**src/rtl/usb_rx_packet_decoder_pkg.sv**
```systemverilog
// Shared USB receive definitions: PID codes, decoder state encoding and payload limit.
// Also holds the PID self-check helper used by the decoder.
package usb_pkg;

  localparam logic [3:0] PID_OUT   = 4'h1;
  localparam logic [3:0] PID_IN    = 4'h9;
  localparam logic [3:0] PID_SETUP = 4'hD;
  localparam logic [3:0] PID_DATA0 = 4'h3;
  localparam logic [3:0] PID_DATA1 = 4'hB;
  localparam logic [3:0] PID_ACK   = 4'h2;
  localparam logic [3:0] PID_NAK   = 4'hA;
  localparam logic [3:0] PID_STALL = 4'hE;

  localparam int MAX_PAYLOAD = 64;

  typedef enum logic [2:0] {
    ST_IDLE,
    ST_PID,
    ST_TOKEN1,
    ST_TOKEN2,
    ST_HSHAKE,
    ST_DATA,
    ST_FLUSH,
    ST_FINISH
  } dec_state_t;

  // The upper nibble of a PID byte is the ones-complement of the lower nibble.
  function automatic logic pid_check_ok(input logic [7:0] pid_byte);
    return pid_byte[7:4] == ~pid_byte[3:0];
  endfunction

endpackage

```
**src/rtl/usb_rx_packet_decoder_crc_strip_buffer.sv**
```systemverilog
// Two-entry delay line that withholds the trailing CRC16 bytes of a data packet.
// A byte is released only once two newer bytes have arrived behind it.
module crc_strip_buffer
  import usb_pkg::*;
#(
  parameter int DATA_W = 8
) (
  input  logic              clk,
  input  logic              rst,
  input  logic              push,
  input  logic              flush,
  input  logic [DATA_W-1:0] byte_in,
  output logic              out_valid,
  output logic [DATA_W-1:0] byte_out,
  output logic              full
);

  logic [1:0]        fill;
  logic [DATA_W-1:0] hold_p0;
  logic [DATA_W-1:0] hold_p1;

  assign full = (fill == 2'd2);

  always_ff @(posedge clk or posedge rst) begin
    if (rst) begin
      fill      <= 2'd0;
      out_valid <= 1'b0;
      byte_out  <= '0;
    end else begin
      out_valid <= 1'b0;
      if (flush) begin
        fill <= 2'd0;
      end else if (push) begin
        if (fill == 2'd2) begin
          byte_out  <= hold_p0;
          out_valid <= 1'b1;
        end else begin
          fill <= fill + 2'd1;
        end
      end
    end
  end

  // Storage stage: held bytes carry no reset, the fill level qualifies them.
  always_ff @(posedge clk) begin
    if (push && !flush) begin
      if (fill == 2'd2) begin
        hold_p0 <= hold_p1;
        hold_p1 <= byte_in;
      end else if (fill == 2'd1) begin
        hold_p1 <= byte_in;
      end else begin
        hold_p0 <= byte_in;
      end
    end
  end

endmodule

```
**src/rtl/usb_rx_packet_decoder.sv**
```systemverilog
// USB receive packet decoder: pops bytes from the RX FIFO, decodes PID, token and
// data packets, strips CRC16 from payloads and reports completion or error.
module usb_rx_packet_decoder
  import usb_pkg::*;
(
  input  logic       clk,
  input  logic       rst,
  input  logic [7:0] r_data,
  input  logic       empty,
  input  logic       rcving,
  input  logic       r_error,
  output logic       r_enable,
  output logic [3:0] pid,
  output logic [6:0] token_addr,
  output logic [3:0] token_endp,
  output logic [7:0] rx_data,
  output logic       rx_data_valid,
  output logic [6:0] byte_count,
  output logic       pkt_done,
  output logic       pkt_error
);

  dec_state_t state;
  dec_state_t state_nxt;

  logic eop;
  logic buf_push;
  logic buf_flush;
  logic buf_full;
  logic endp0;
  logic tok2_taken;
  logic err_flag;

  assign eop = !rcving && empty;

  crc_strip_buffer #(
    .DATA_W(8)
  ) u_crc_strip (
    .clk      (clk),
    .rst      (rst),
    .push     (buf_push),
    .flush    (buf_flush),
    .byte_in  (r_data),
    .out_valid(rx_data_valid),
    .byte_out (rx_data),
    .full     (buf_full)
  );

  always_comb begin
    state_nxt = state;
    r_enable  = 1'b0;
    buf_push  = 1'b0;
    buf_flush = 1'b0;
    case (state)
      ST_IDLE: begin
        if (!empty) state_nxt = ST_PID;
      end
      ST_PID: begin
        r_enable = !empty;
        if (!empty) begin
          if (!pid_check_ok(r_data)) begin
            state_nxt = ST_FLUSH;
          end else begin
            case (r_data[3:0])
              PID_OUT, PID_IN, PID_SETUP: state_nxt = ST_TOKEN1;
              PID_DATA0, PID_DATA1:       state_nxt = ST_DATA;
              PID_ACK, PID_NAK, PID_STALL: state_nxt = ST_HSHAKE;
              default:                    state_nxt = ST_FLUSH;
            endcase
          end
        end
      end
      ST_TOKEN1: begin
        r_enable = !empty;
        if (!empty)   state_nxt = ST_TOKEN2;
        else if (eop) state_nxt = ST_FLUSH;
      end
      ST_TOKEN2: begin
        // Stays here after the second token byte to catch a surplus byte before EOP.
        r_enable = !empty;
        if (!empty)   state_nxt = tok2_taken ? ST_FLUSH : ST_TOKEN2;
        else if (eop) state_nxt = tok2_taken ? ST_FINISH : ST_FLUSH;
      end
      ST_HSHAKE: begin
        r_enable = !empty;
        if (!empty)   state_nxt = ST_FLUSH;
        else if (eop) state_nxt = ST_FINISH;
      end
      ST_DATA: begin
        r_enable = !empty;
        if (!empty) begin
          if (buf_full && (byte_count == 7'(MAX_PAYLOAD))) state_nxt = ST_FLUSH;
          else                                             buf_push  = 1'b1;
        end else if (eop) begin
          state_nxt = buf_full ? ST_FINISH : ST_FLUSH;
        end
      end
      ST_FLUSH: begin
        r_enable = !empty;
        if (eop) state_nxt = ST_FINISH;
      end
      ST_FINISH: begin
        state_nxt = ST_IDLE;
      end
      default: begin
        state_nxt = ST_IDLE;
      end
    endcase

    if (r_error && (state != ST_IDLE)) begin
      state_nxt = ST_FLUSH;
      buf_push  = 1'b0;
    end

    // Leaving DATA discards whatever is still held, i.e. the CRC16 bytes.
    buf_flush = (state_nxt != ST_DATA);
  end

  always_ff @(posedge clk or posedge rst) begin
    if (rst) begin
      state      <= ST_IDLE;
      pid        <= 4'h0;
      token_addr <= 7'h00;
      token_endp <= 4'h0;
      endp0      <= 1'b0;
      byte_count <= 7'd0;
      tok2_taken <= 1'b0;
      err_flag   <= 1'b0;
    end else begin
      state <= state_nxt;

      if ((state == ST_IDLE) && (state_nxt == ST_PID)) begin
        byte_count <= 7'd0;
        tok2_taken <= 1'b0;
      end

      if ((state == ST_PID) && r_enable) pid <= r_data[3:0];

      if ((state == ST_TOKEN1) && (state_nxt == ST_TOKEN2)) begin
        token_addr <= r_data[6:0];
        endp0      <= r_data[7];
      end

      if ((state == ST_TOKEN2) && (state_nxt == ST_TOKEN2) && r_enable && !tok2_taken) begin
        token_endp <= {r_data[2:0], endp0};
        tok2_taken <= 1'b1;
      end

      if (buf_push && buf_full) byte_count <= byte_count + 7'd1;

      if (state_nxt == ST_FINISH) err_flag <= (state == ST_FLUSH);
    end
  end

  assign pkt_done  = (state == ST_FINISH) && !err_flag;
  assign pkt_error = (state == ST_FINISH) && err_flag;

endmodule

```
**config.mk**
```make
export PLATFORM = sky130hd
export DESIGN_NAME = usb_rx_packet_decoder
export DESIGN_NICKNAME = d
export VERILOG_FILES = /design/src/rtl/usb_rx_packet_decoder_pkg.sv /design/src/rtl/usb_rx_packet_decoder_crc_strip_buffer.sv /design/src/rtl/usb_rx_packet_decoder.sv
export SDC_FILE = /design/constraint.sdc
export NUM_CORES = 1
export LEC_CHECK = 0
export CORE_ASPECT_RATIO = 0.75
export CORE_MARGIN = 1
export CORE_UTILIZATION = 45
export DETAILED_ROUTE_END_ITERATION = 7
export PLACE_DENSITY = 0.71
export SLEW_MARGIN = 30
export SYNTH_ARGS = -nofsm -noshare
export SYNTH_HDL_FRONTEND = slang
export SYNTH_SLANG_ARGS = --single-unit
```
**constraint.sdc**
```tcl
create_clock -name clk -period 2.54 [get_ports clk]
set_input_delay 0.762 -clock clk [delete_from_list [all_inputs] [get_ports clk]]
set_output_delay 0.762 -clock clk [all_outputs]
set_load 0.005 [all_outputs]
```
* After elaboration in Yosys (flattened, before gate mapping)
Memories as Yosys holds them, arrays and structs flattened.
Index checks and enable logic that the tools add are counted.
** Word-level totals
- Input bits :: 13
- Bits in registers :: 55
- Word-level logic and storage cells :: 100
- Memories :: 1
- ROM bits :: 48
** Operators by class
- Reduce and logical (&&, ||, !) cells :: 29
- Equal/unequal tests :: 17
- Mux-type cells :: 36
- Bitwise logic cells :: 2
- Add/sub/neg operators :: 2
** Memories
- (name not given) :: depth 16, width 3, rd ports 1, clocked after Yosys merged registers in 0, wr ports 0, line usb_rx_packet_decoder.sv:64 : case (r_data[3:0])
** Operator list (count)
- 3-bit 2-to-1 mux :: 14
- 8-bit 2-to-1 mux :: 4
- 3-bit one-hot mux with 8 select lines :: 1
- 3-bit == test, second input constant :: 5
- 7-bit 2-to-1 mux :: 2
- 1-bit logical AND :: 13
- 1-bit 2-to-1 mux :: 12
- 3-bit by 2-bit == test with 1-bit output, second input constant :: 3
- 2-bit nonzero test :: 4
- 7-bit by 1-bit adder with 7-bit output, second input constant :: 1
- 7-bit == test, second input constant :: 1
- 3-bit by 1-bit == test with 1-bit output, second input constant :: 2
- 2-bit 2-to-1 mux :: 3
- 2-bit AND reduction :: 3
- 6-bit OR reduction :: 1
- 1-bit zero test :: 5
- 4-bit == test :: 1
- 4-bit inverter :: 1
- 3-bit zero test :: 1
- 3-bit != test, second input constant :: 1
- 3-bit AND reduction :: 1
- 3-bit nonzero test :: 1
- 2-bit by 1-bit adder with 2-bit output, second input constant :: 1
- 2-bit by 1-bit == test with 1-bit output, second input constant :: 1
- other kinds (4) :: 4

* Longest topological paths before layout
Gate-level depths: netlist (run 1).
- Depth after elaboration :: 11
- Depth in mapped cells :: 9
- Gate-level depth less buffers :: 9

* By module
Synthesis (run 1) repeated with hierarchy kept, for this count alone.
** Unflattened totals
- Cell total of the unflattened synthesis :: 206
- Area, all modules :: 2585.0 µm²
** Modules (own cells, without submodules)
- usb_rx_packet_decoder :: instances 1, area each 1521.5 µm², sequential area each 700.7 µm², cells each 145
- crc_strip_buffer :: instances 1, area each 1063.5 µm², sequential area each 755.7 µm², cells each 61

* Worst setup path after synthesis (run 1)
Ideal clock, no wire load.
- Kind :: input -> register
- Start :: input r_data[2]
- End :: register endp0
- Setup slack :: 187 ps
- Required time :: 2415 ps
- Library setup time :: 125 ps
- Stages :: 6
- Arrival time :: 2228 ps
- Cell sequence :: buf_6 > nor4b_1 > a31oi_1 > a221oi_4 > nand4_4 > mux2_4
** On the way
- Cells in the longest elaborated chain, start to end :: 8
- Elaborated cells between the ends (all ways) :: 9
- Those cells by class :: 2 x eq/ne; 4 x mux; 1 x bitwise; 1 x reduce/logical; 1 x memory
** Ends and longest elaborated chain
- start, declared :: line usb_rx_packet_decoder.sv:8 : input logic [7:0] r_data,
- parallel branches: the longest is 2 deep, another holds memory read 16 x 3 bit
- 3-bit 2-to-1 mux * :: line usb_rx_packet_decoder.sv:61 : if (!pid_check_ok(r_data)) begin
- 3-bit 2-to-1 mux * :: line usb_rx_packet_decoder.sv:60 : if (!empty) begin
- 3-bit one-hot mux with 8 select lines * :: line usb_rx_packet_decoder.sv:54 : case (state)
- 3-bit 2-to-1 mux * :: line usb_rx_packet_decoder.sv:110 : if (r_error && (state != ST_IDLE)) begin
- via state_nxt[0] :: line usb_rx_packet_decoder.sv:24 : dec_state_t state_nxt;
- 3-bit by 2-bit == test with 1-bit output * :: line usb_rx_packet_decoder.sv:139 : if ((state == ST_TOKEN1) && (state_nxt == ST_TOKEN2)) begin
- 1-bit logical AND * :: line usb_rx_packet_decoder.sv:139
- end signal, assigned :: line usb_rx_packet_decoder.sv:141 : endp0 <= r_data[7];
- end, declared :: line usb_rx_packet_decoder.sv:30 : logic endp0;
Mark *: on every way through the listed nets, which the timed path passes.
A chain may end at the register's enable or synchronous reset.

* Worst setup path in the final report (run 1)
- Start :: input rcving
- End :: register token_addr[3]
** On the way
- Cells in the longest elaborated chain, start to end :: 8
- Elaborated cells between the ends (all ways) :: 14
- Those cells by class :: 1 x eq/ne; 10 x mux; 3 x reduce/logical
** Ends and longest elaborated chain
- start, declared :: line usb_rx_packet_decoder.sv:10 : input logic rcving,
- 1-bit zero test * :: line usb_rx_packet_decoder.sv:34 : assign eop = !rcving && empty;
- 1-bit logical AND * :: line usb_rx_packet_decoder.sv:34
- 3-bit 2-to-1 mux, on equally long branches (2 in a row)
- 3-bit one-hot mux with 8 select lines * :: line usb_rx_packet_decoder.sv:54
- 3-bit 2-to-1 mux * :: line usb_rx_packet_decoder.sv:110
- via state_nxt[0] :: line usb_rx_packet_decoder.sv:24
- 3-bit by 2-bit == test with 1-bit output * :: line usb_rx_packet_decoder.sv:139
- 1-bit logical AND * :: line usb_rx_packet_decoder.sv:139
- end signal, assigned :: line usb_rx_packet_decoder.sv:140 : token_addr <= r_data[6:0];
- end, declared :: line usb_rx_packet_decoder.sv:14 : output logic [6:0] token_addr,
Mark *: on every way through the listed nets, which the timed path passes. The rest lies on a longest branch.

==> results of run 1 <==
cell families after synthesis:
kind of cell	Yosys count	share of synthesized area, %
xor+xnor	6	2.02
fa+ha+maj	4	1.92
simple gates	80	16.7
mux	22	10.7
flops	55	56.0
compound gates	33	8.70
buf+inv	21	4.04
per-layer routing:
layer,share of wire (%),wire length (um)
met3,6.9,375
met1,50,2710
met2,43,2310
met4,0.61,33
met5,0,0
registers in the layout, indices dropped and copies added (netlist names), 2 cells and up:
register and cells:
u_crc_strip.byte_out 8, token_endp 4, u_crc_strip.fill 2, byte_count 7
token_addr 7, state 3, u_crc_strip.hold_p1 8, u_crc_strip.hold_p0 8
pid 4
per-stage QoR:
| stage | instances | hold slack, ns | setup TNS, ns | worst slack, ns | power (mW) |
|---|---|---|---|---|---|
| global placement | 367 | 0.420 | -4.13 | -0.270 | 1.31 |
| CTS | 376 | 0.451 | 0 | 0.0454 | 1.82 |
| global route | 376 | 0.471 | 0 | 0.0204 | 1.88 |
| floorplan | 221 | 0.415 | 0 | 0.187 | 1.15 |
| detailed placement | 367 | 0.424 | -4.91 | -0.337 | 1.31 |
| finish | 376 | 0.453 | 0 | 0.111 | 1.81 |
worst max path at each step:
stage / endpoint / start / depth (start not counted) / slack, ns
global route: token_addr[3] / rcving / 7 / 0.02
finish: token_addr[3] / rcving / 7 / 0.11
detailed placement: endp0 / r_data[2] / 6 / -0.34
floorplan: endp0 / r_data[2] / 6 / 0.19
CTS: token_addr[3] / r_data[2] / 6 / 0.05
global placement: endp0 / r_data[2] / 6 / -0.27
repair_timing:
item | 4_1_cts | 5_1_grt
endpoints found under the setup margin | 7 | 10
setup buffers | 1 | 0
resized for setup | 3 | 3
endpoints found under the hold margin | 0 | 0
pin swaps | 4 | 2
critical path, stage by stage:
cell and delay, ns:
clkdlybuf4s50_1 0.47, nand2b_1 0.19, nor3_1 0.15, a31oi_1 0.09
a221oi_4 0.34, nand4_4 0.26, mux2_4 0.36
cells in the final DEF (no fill, tap or decap), drive strengths merged, types with 2 or more instances in the layout:
cell,n
ha,4
nand2b,3
xor2,2
nand3,2
clkdlybuf4s50,43
nand4,4
inv,14
nor2,12
and3,2
mux2,22
o21ai,15
buf,34
nor4,2
nor3,7
nor2b,3
edfxtp,16
clkbuf,5
dfrtp,39
nand2,35
xnor2,4
o31ai,2
a21oi,6
nand3b,3
dlygate4sd2,2
nor4b,2
power breakdown:
group	internal (mW)	switching, mW	total (mW)
registers	0.960	0.0373	0.998
clock network	0.203	0.303	0.506
logic	0.176	0.126	0.301
cell type report:
cell class,instances,share of cell area [%]
multi-input combinational,145,30.4
clock buffer,5,1.99
timing repair buffer,80,20.7
inverter,13,1.41
tap,75,2.71
sequential,55,42.1
clock inverter,3,0.795
==> summary.md, run 1 <==
| Metric | Value |
|---|---|
| Final ANT Viol Nets | `0` |
| Starting Density | `a little under half` |
| DRT Pass-1 Iters | `4` |
| Worst slew pin tran | `around 0.5 ns` |
| Synthesis Warnings | `0` |
| Crit path time final | `roughly 2.4 ns` |
| Total track usage | `18.9%` |
| Finish-stage setup viols | `0` |
| Hold path depth | `2` |
| FF-to-FF path depth | `8` |
| # hold bufs at CTS | `0` |
| Worst r2r src | `u_crc_strip.fill[0]` |
| Grt met1 use | `a little over a quarter` |
| Max frequency | `0.412 GHz` |
| # IOs | `47` |
| Cells after Synth | `~220` |
| Count of cell types in the netlist | `47` |
| Die Ht | `~68 um` |
| Final core occ | `between 60% and 70%` |
| Clock sink count | `55` |
| Die Area | `roughly 6100 um2` |
| Register area share after synthesis | `56.0%` |
| Vias per std cell | `~5` |
| Antenna diodes | `0` |
| Worst Hold Launch | `u_crc_strip.hold_p0[5]` |
| Gpl congestion | `between 0.8 and 0.9` |
| Hold Fails Final Rpt | `0` |
| Number of I/O port buffers | `46` |
| EDFF count, synth | `16` |
| Post-synthesis cell area | `roughly 2600 um2` |
| Pwr dens | `about 520 nW/um2` |
| Fill count | `approximately 460` |
| Period Utilization, post-route | `95.6%` |
| Most instantiated cells after synthesis | `dfrtp_1, nand2_1, edfxtp_1, mux2_2` |
| Leakage Power | `approximately 1.5 nW` |
| Crit Path Category | `in -> reg` |
| Top-area cell type share of the netlist area | `between 30% and 40%` |
| Cell Rows | `23` |
| Net Count, Synth | `~240` |
| Vias in the first global route | `1,815` |
| M2 GR Usage | `roughly 30%` |
| #FFs+latches synth | `55` |
| Worst r2r dst | `token_addr[3]` |
| Setup crit start kind | `input pin` |
| Synth area leaders | `dfrtp_1, edfxtp_1, mux2_2, nand2_1, mux2_4` |
| Reg area | `about 1500 um2` |
| CP endpoint kind | `flop` |
| CTS Buf Count | `5` |
| Most common cell in the netlist | `dfrtp_1` |
| DRT iter0 DRCs | `59` |
| Nets@finish | `approximately 320` |
| # Max-Cap Violations | `0` |
| WP data required | `2.74 ns` |
| CORE AREA | `around 5500 um2` |
| First-pass GRT wire length | `8870 um` |
| Hold path endpoint | `u_crc_strip.byte_out[5]` |
| Arr. time, crit path | `2.63 ns` |
| Status | `finished, final reports clean` |
| Proportion of layout cells with a drive suffix above 1 | `roughly a quarter` |
| Root Buffer | `clkbuf_8` |
| HP Class | `reg -> reg` |
| CTS H-Tree Depth | `2` |
| RSZ-0062 raised after global routing | `no` |
| Worst Skew | `roughly 0.0086 ns` |
| Grt met3 use | `under 10%` |
| Initial antenna violation count | `0` |
| DR WL/cell | `between 10 and 15 um` |
| Die W | `89.8 um` |
| Synth Flop Type | `dfrtp_1` |
| Routed WL | `5420 um` |
| Worst vdd ir | `262 uV` |
| CTS tree | `built` |
| CTS Buffer Depth | `2` |
| Area of the multi-input gates | `approximately 1100 um2` |
| Number of remaining DRC errors | `0` |
| Top cell type by total area after synthesis | `dfrtp_1` |
| Post-DP HPWL | `approximately 4000 um` |
| FF-to-FF setup slack | `roughly 0.33 ns` |
| Final instance area | `roughly 3500 um2` |
| Grt ovf | `0` |
| Area Growth Syn to Fin | `33.1%` |
| Syn Area/Cell | `~12 um2` |
| Critical path fanouts, max | `8` |
| Grt peak-use layer | `met2` |
| Post-DP Area | `~3300 um2` |
| Largest net degree at the start of global routing | `40` |
| Insertion delay to the later sink of the worst-skew pair | `just over 0.3 ns` |
| Relative slew slack | `between 60% and 70%` |
| Final Max Slew Viols | `0` |
| DR vias | `between 1,500 and 2,000` |
| Ys async rst share | `between 70% and 80%` |
| Clock transition at path regs | `0.11 ns` |
(Power assumes the default switching activity.)
==> inputs of run 2 (changes only) <==
--- a/config.mk
+++ b/config.mk
@@ -6,8 +6,9 @@
 export NUM_CORES = 1
 export LEC_CHECK = 0
 export CORE_ASPECT_RATIO = 0.75
-export CORE_MARGIN = 1
+export CORE_MARGIN = 3
 export CORE_UTILIZATION = 45
+export CTS_CLUSTER_DIAMETER = 120
 export DETAILED_ROUTE_END_ITERATION = 7
 export PLACE_DENSITY = 0.71
 export SLEW_MARGIN = 30
==> run 2 against run 1 <==
  * Register-to-register slack got worse by 0.03 ns
  * Die area increased by 11%
  * Final cell count decreased by 1.1%
  * Fmax decreased by 0.55%
  * Critical path depth unchanged
  * Combinational power about the same
==> summary.md, run 2 (synthesis results as in run 1) <==
| Metric | Value |
|---|---|
| Final instance area | `3450 um2 (-0.51%)` |
| Number of remaining DRC errors | `0 (unchanged)` |
| Vias per std cell | `5.10 (-0.86%)` |
| HP Class | `reg -> reg` |
| Worst Skew | `0.00662 ns (-0.00202 ns)` |
| Pwr dens | `525 nW/um2 (+0.74%)` |
| First-pass GRT wire length | `9110 um (+2.7%)` |
| Top Registers | `u_crc_strip.byte_out (8), u_crc_strip.hold_p0 (8), u_crc_strip.hold_p1 (8)` |
| Grt ovf | `0 (unchanged)` |
| Total track usage | `17.4% (-1.5 points)` |
| Worst slew pin tran | `0.506 ns (+0.00400 ns)` |
| Clock sink count | `55 (unchanged)` |
| Fin Setup TNS | `0 ns (unchanged)` |
| CTS Buf Count | `5 (unchanged)` |
| Final Max Slew Viols | `0 (unchanged)` |
| # IOs | `47 (unchanged)` |
| Vias in the first global route | `1,839 (+1.3%)` |
| Commonest cells after routing, fill and taps aside | `clkdlybuf4s50_1, dfrtp_1, nand2_1` |
| Proportion of layout cells with a drive suffix above 1 | `25.3% (about the same)` |
| DRT Pass-1 Iters | `4 (unchanged)` |
| Hold Fails Final Rpt | `0 (unchanged)` |
| Crit Path Category | `in -> reg` |
| RSZ-0062 raised after global routing | `no` |
| Area Growth Syn to Fin | `32.5%` |
| Setup crit start kind | `input pin` |
| # Max-Cap Violations | `0 (unchanged)` |
| Fill count | `470 (+1.5%)` |
| DRT iter0 DRCs | `64 (+8.5%)` |
| Final ANT Viol Nets | `0 (unchanged)` |
| CTS Buffer Depth | `2 (unchanged)` |
| Worst vdd ir | `314 uV (+20%)` |
| Root Buffer | `clkbuf_8` |
| Antenna diodes | `0 (unchanged)` |
| Post-DP HPWL | `4080 um (+2.3%)` |
| DR WL/cell | `14.9 um (+3.4%)` |
| Finish-stage setup viols | `0 (unchanged)` |
| Routed WL | `5550 um (+2.3%)` |
| Hold path depth | `2 (unchanged)` |
| DR vias | `1,898 (-1.9%)` |
| Die Ht | `71.9 um (+5.9%)` |
| Gpl congestion | `0.846 (-4.1%)` |
| Die Area | `6740 um2 (+11%)` |
| CTS tree | `built` |
| CORE AREA | `5470 um2 (unchanged)` |
| Largest net degree at the start of global routing | `40 (unchanged)` |
| Starting Density | `47.6% (unchanged)` |
| Max frequency | `0.409 GHz (-0.55%)` |
| Clock transition at path regs | `0.10 ns (about the same)` |
| Post-DP Area | `3330 um2 (-0.67%)` |
| Number of I/O port buffers | `46 (unchanged)` |
| Insertion delay to the later sink of the worst-skew pair | `0.31 ns (about the same)` |
| Critical path fanouts, max | `8 (unchanged)` |
| WP data required | `2.74 ns (about the same)` |
| Leakage Power | `1.51 nW (-1.3%)` |
| CTS H-Tree Depth | `2 (unchanged)` |
| Die W | `93.8 um (+4.5%)` |
| Commonest non-fill, non-tap cell in the layout | `clkdlybuf4s50_1` |
| Period Utilization, post-route | `96.1% (+0.53 points)` |
| Status | `finished, final reports clean` |
| FF-to-FF path depth | `8 (unchanged)` |
| Crit path time final | `2.44 ns (+0.0135 ns)` |
| Cell Rows | `23 (unchanged)` |
| Relative slew slack | `66.3% (-0.27 points)` |
| CP endpoint kind | `flop` |
| Arr. time, crit path | `2.64 ns (about the same)` |
| Nets@finish | `313 (-1.3%)` |
| Initial antenna violation count | `0 (unchanged)` |
run 2: cell count changes in the layout (fill, tap and decap cells not counted), sizes merged:
cell  change
buf       -4
run 2: worst paths after layout:
check	endpoint	start	slack [ns]
min reg2reg	u_crc_strip.byte_out[3]	u_crc_strip.hold_p0[3]	0.45
min in group asynchronous	u_crc_strip.byte_out[1]	rst	0.87
max	endp0	rcving	0.1
max in group asynchronous	state[0]	rst	1.30
min	u_crc_strip.byte_out[3]	u_crc_strip.hold_p0[3]	0.45
max reg2reg	endp0	byte_count[0]	0.30
run 2: worst max-delay path, stage by stage:
cell and delay [ns]:
clkdlybuf4s50_1 0.45, nand2b_1 0.18, nor3_1 0.23, a31oi_2 0.09
a221oi_4 0.31, nand4_4 0.26, mux2_4 0.36
run 2: final cells by class:
type                            instances  area (um2)  share of cell area [%]
Timing Repair Buffer                   76         686                    19.9
Sequential cell                        55        1460                    42.3
Clock inverter                          3        27.5                   0.799
Clock buffer                            5        68.8                    2.00
Multi-Input combinational cell        145        1060                    30.9
Inverter                               13        48.8                    1.42
Tap cell                               75        93.8                    2.72
run 2: metal layers:
layer | routed length (um) | part of all wire, % | vias up | track usage (%)
li1 | - | - | 927 | -
met1 | 2740 | 49 | 907 | 25.3
met2 | 2420 | 44 | 57 | 26.1
met3 | 338 | 6.1 | 7 | 5.04
met4 | 51 | 0.92 | 0 | 3.85
met5 | 0 | 0 | - | 0
run 2: stage by stage:
step | total power, mW | hold slack [ns] | utilization [%] | std cells | setup WS [ns]
4_1_cts | 1.82 | 0.447 | 62.7 | 372 | 0.0192
3_3_place_gp | 1.31 | 0.420 | 60.8 | 364 | -0.332
2_1_floorplan | 1.15 | 0.415 | - | 221 | 0.187
3_5_place_dp | 1.31 | 0.421 | 60.8 | 364 | -0.355
6_report | 1.81 | 0.447 | 63.0 | 372 | 0.0979
5_1_grt | 1.89 | 0.480 | 63.0 | 372 | 0.0249
run 2: report_power, final:
group | total (mW) | internal, mW | switching, mW | leakage (nW)
Clock | 0.509 | 0.203 | 0.306 | 0.0463
Combinational | 0.302 | 0.174 | 0.129 | 0.799
Sequential | 0.999 | 0.961 | 0.0380 | 0.663
Total | 1.81 | 1.34 | 0.472 | 1.51
run 2: what timing repair did:
action / CTS / global route
endpoints found under the setup margin: 9 / 12
pin swaps: 1 / 3
hold buffers: 0 / 0
setup buffers: 0 / 0
gates resized for setup: 4 / 5
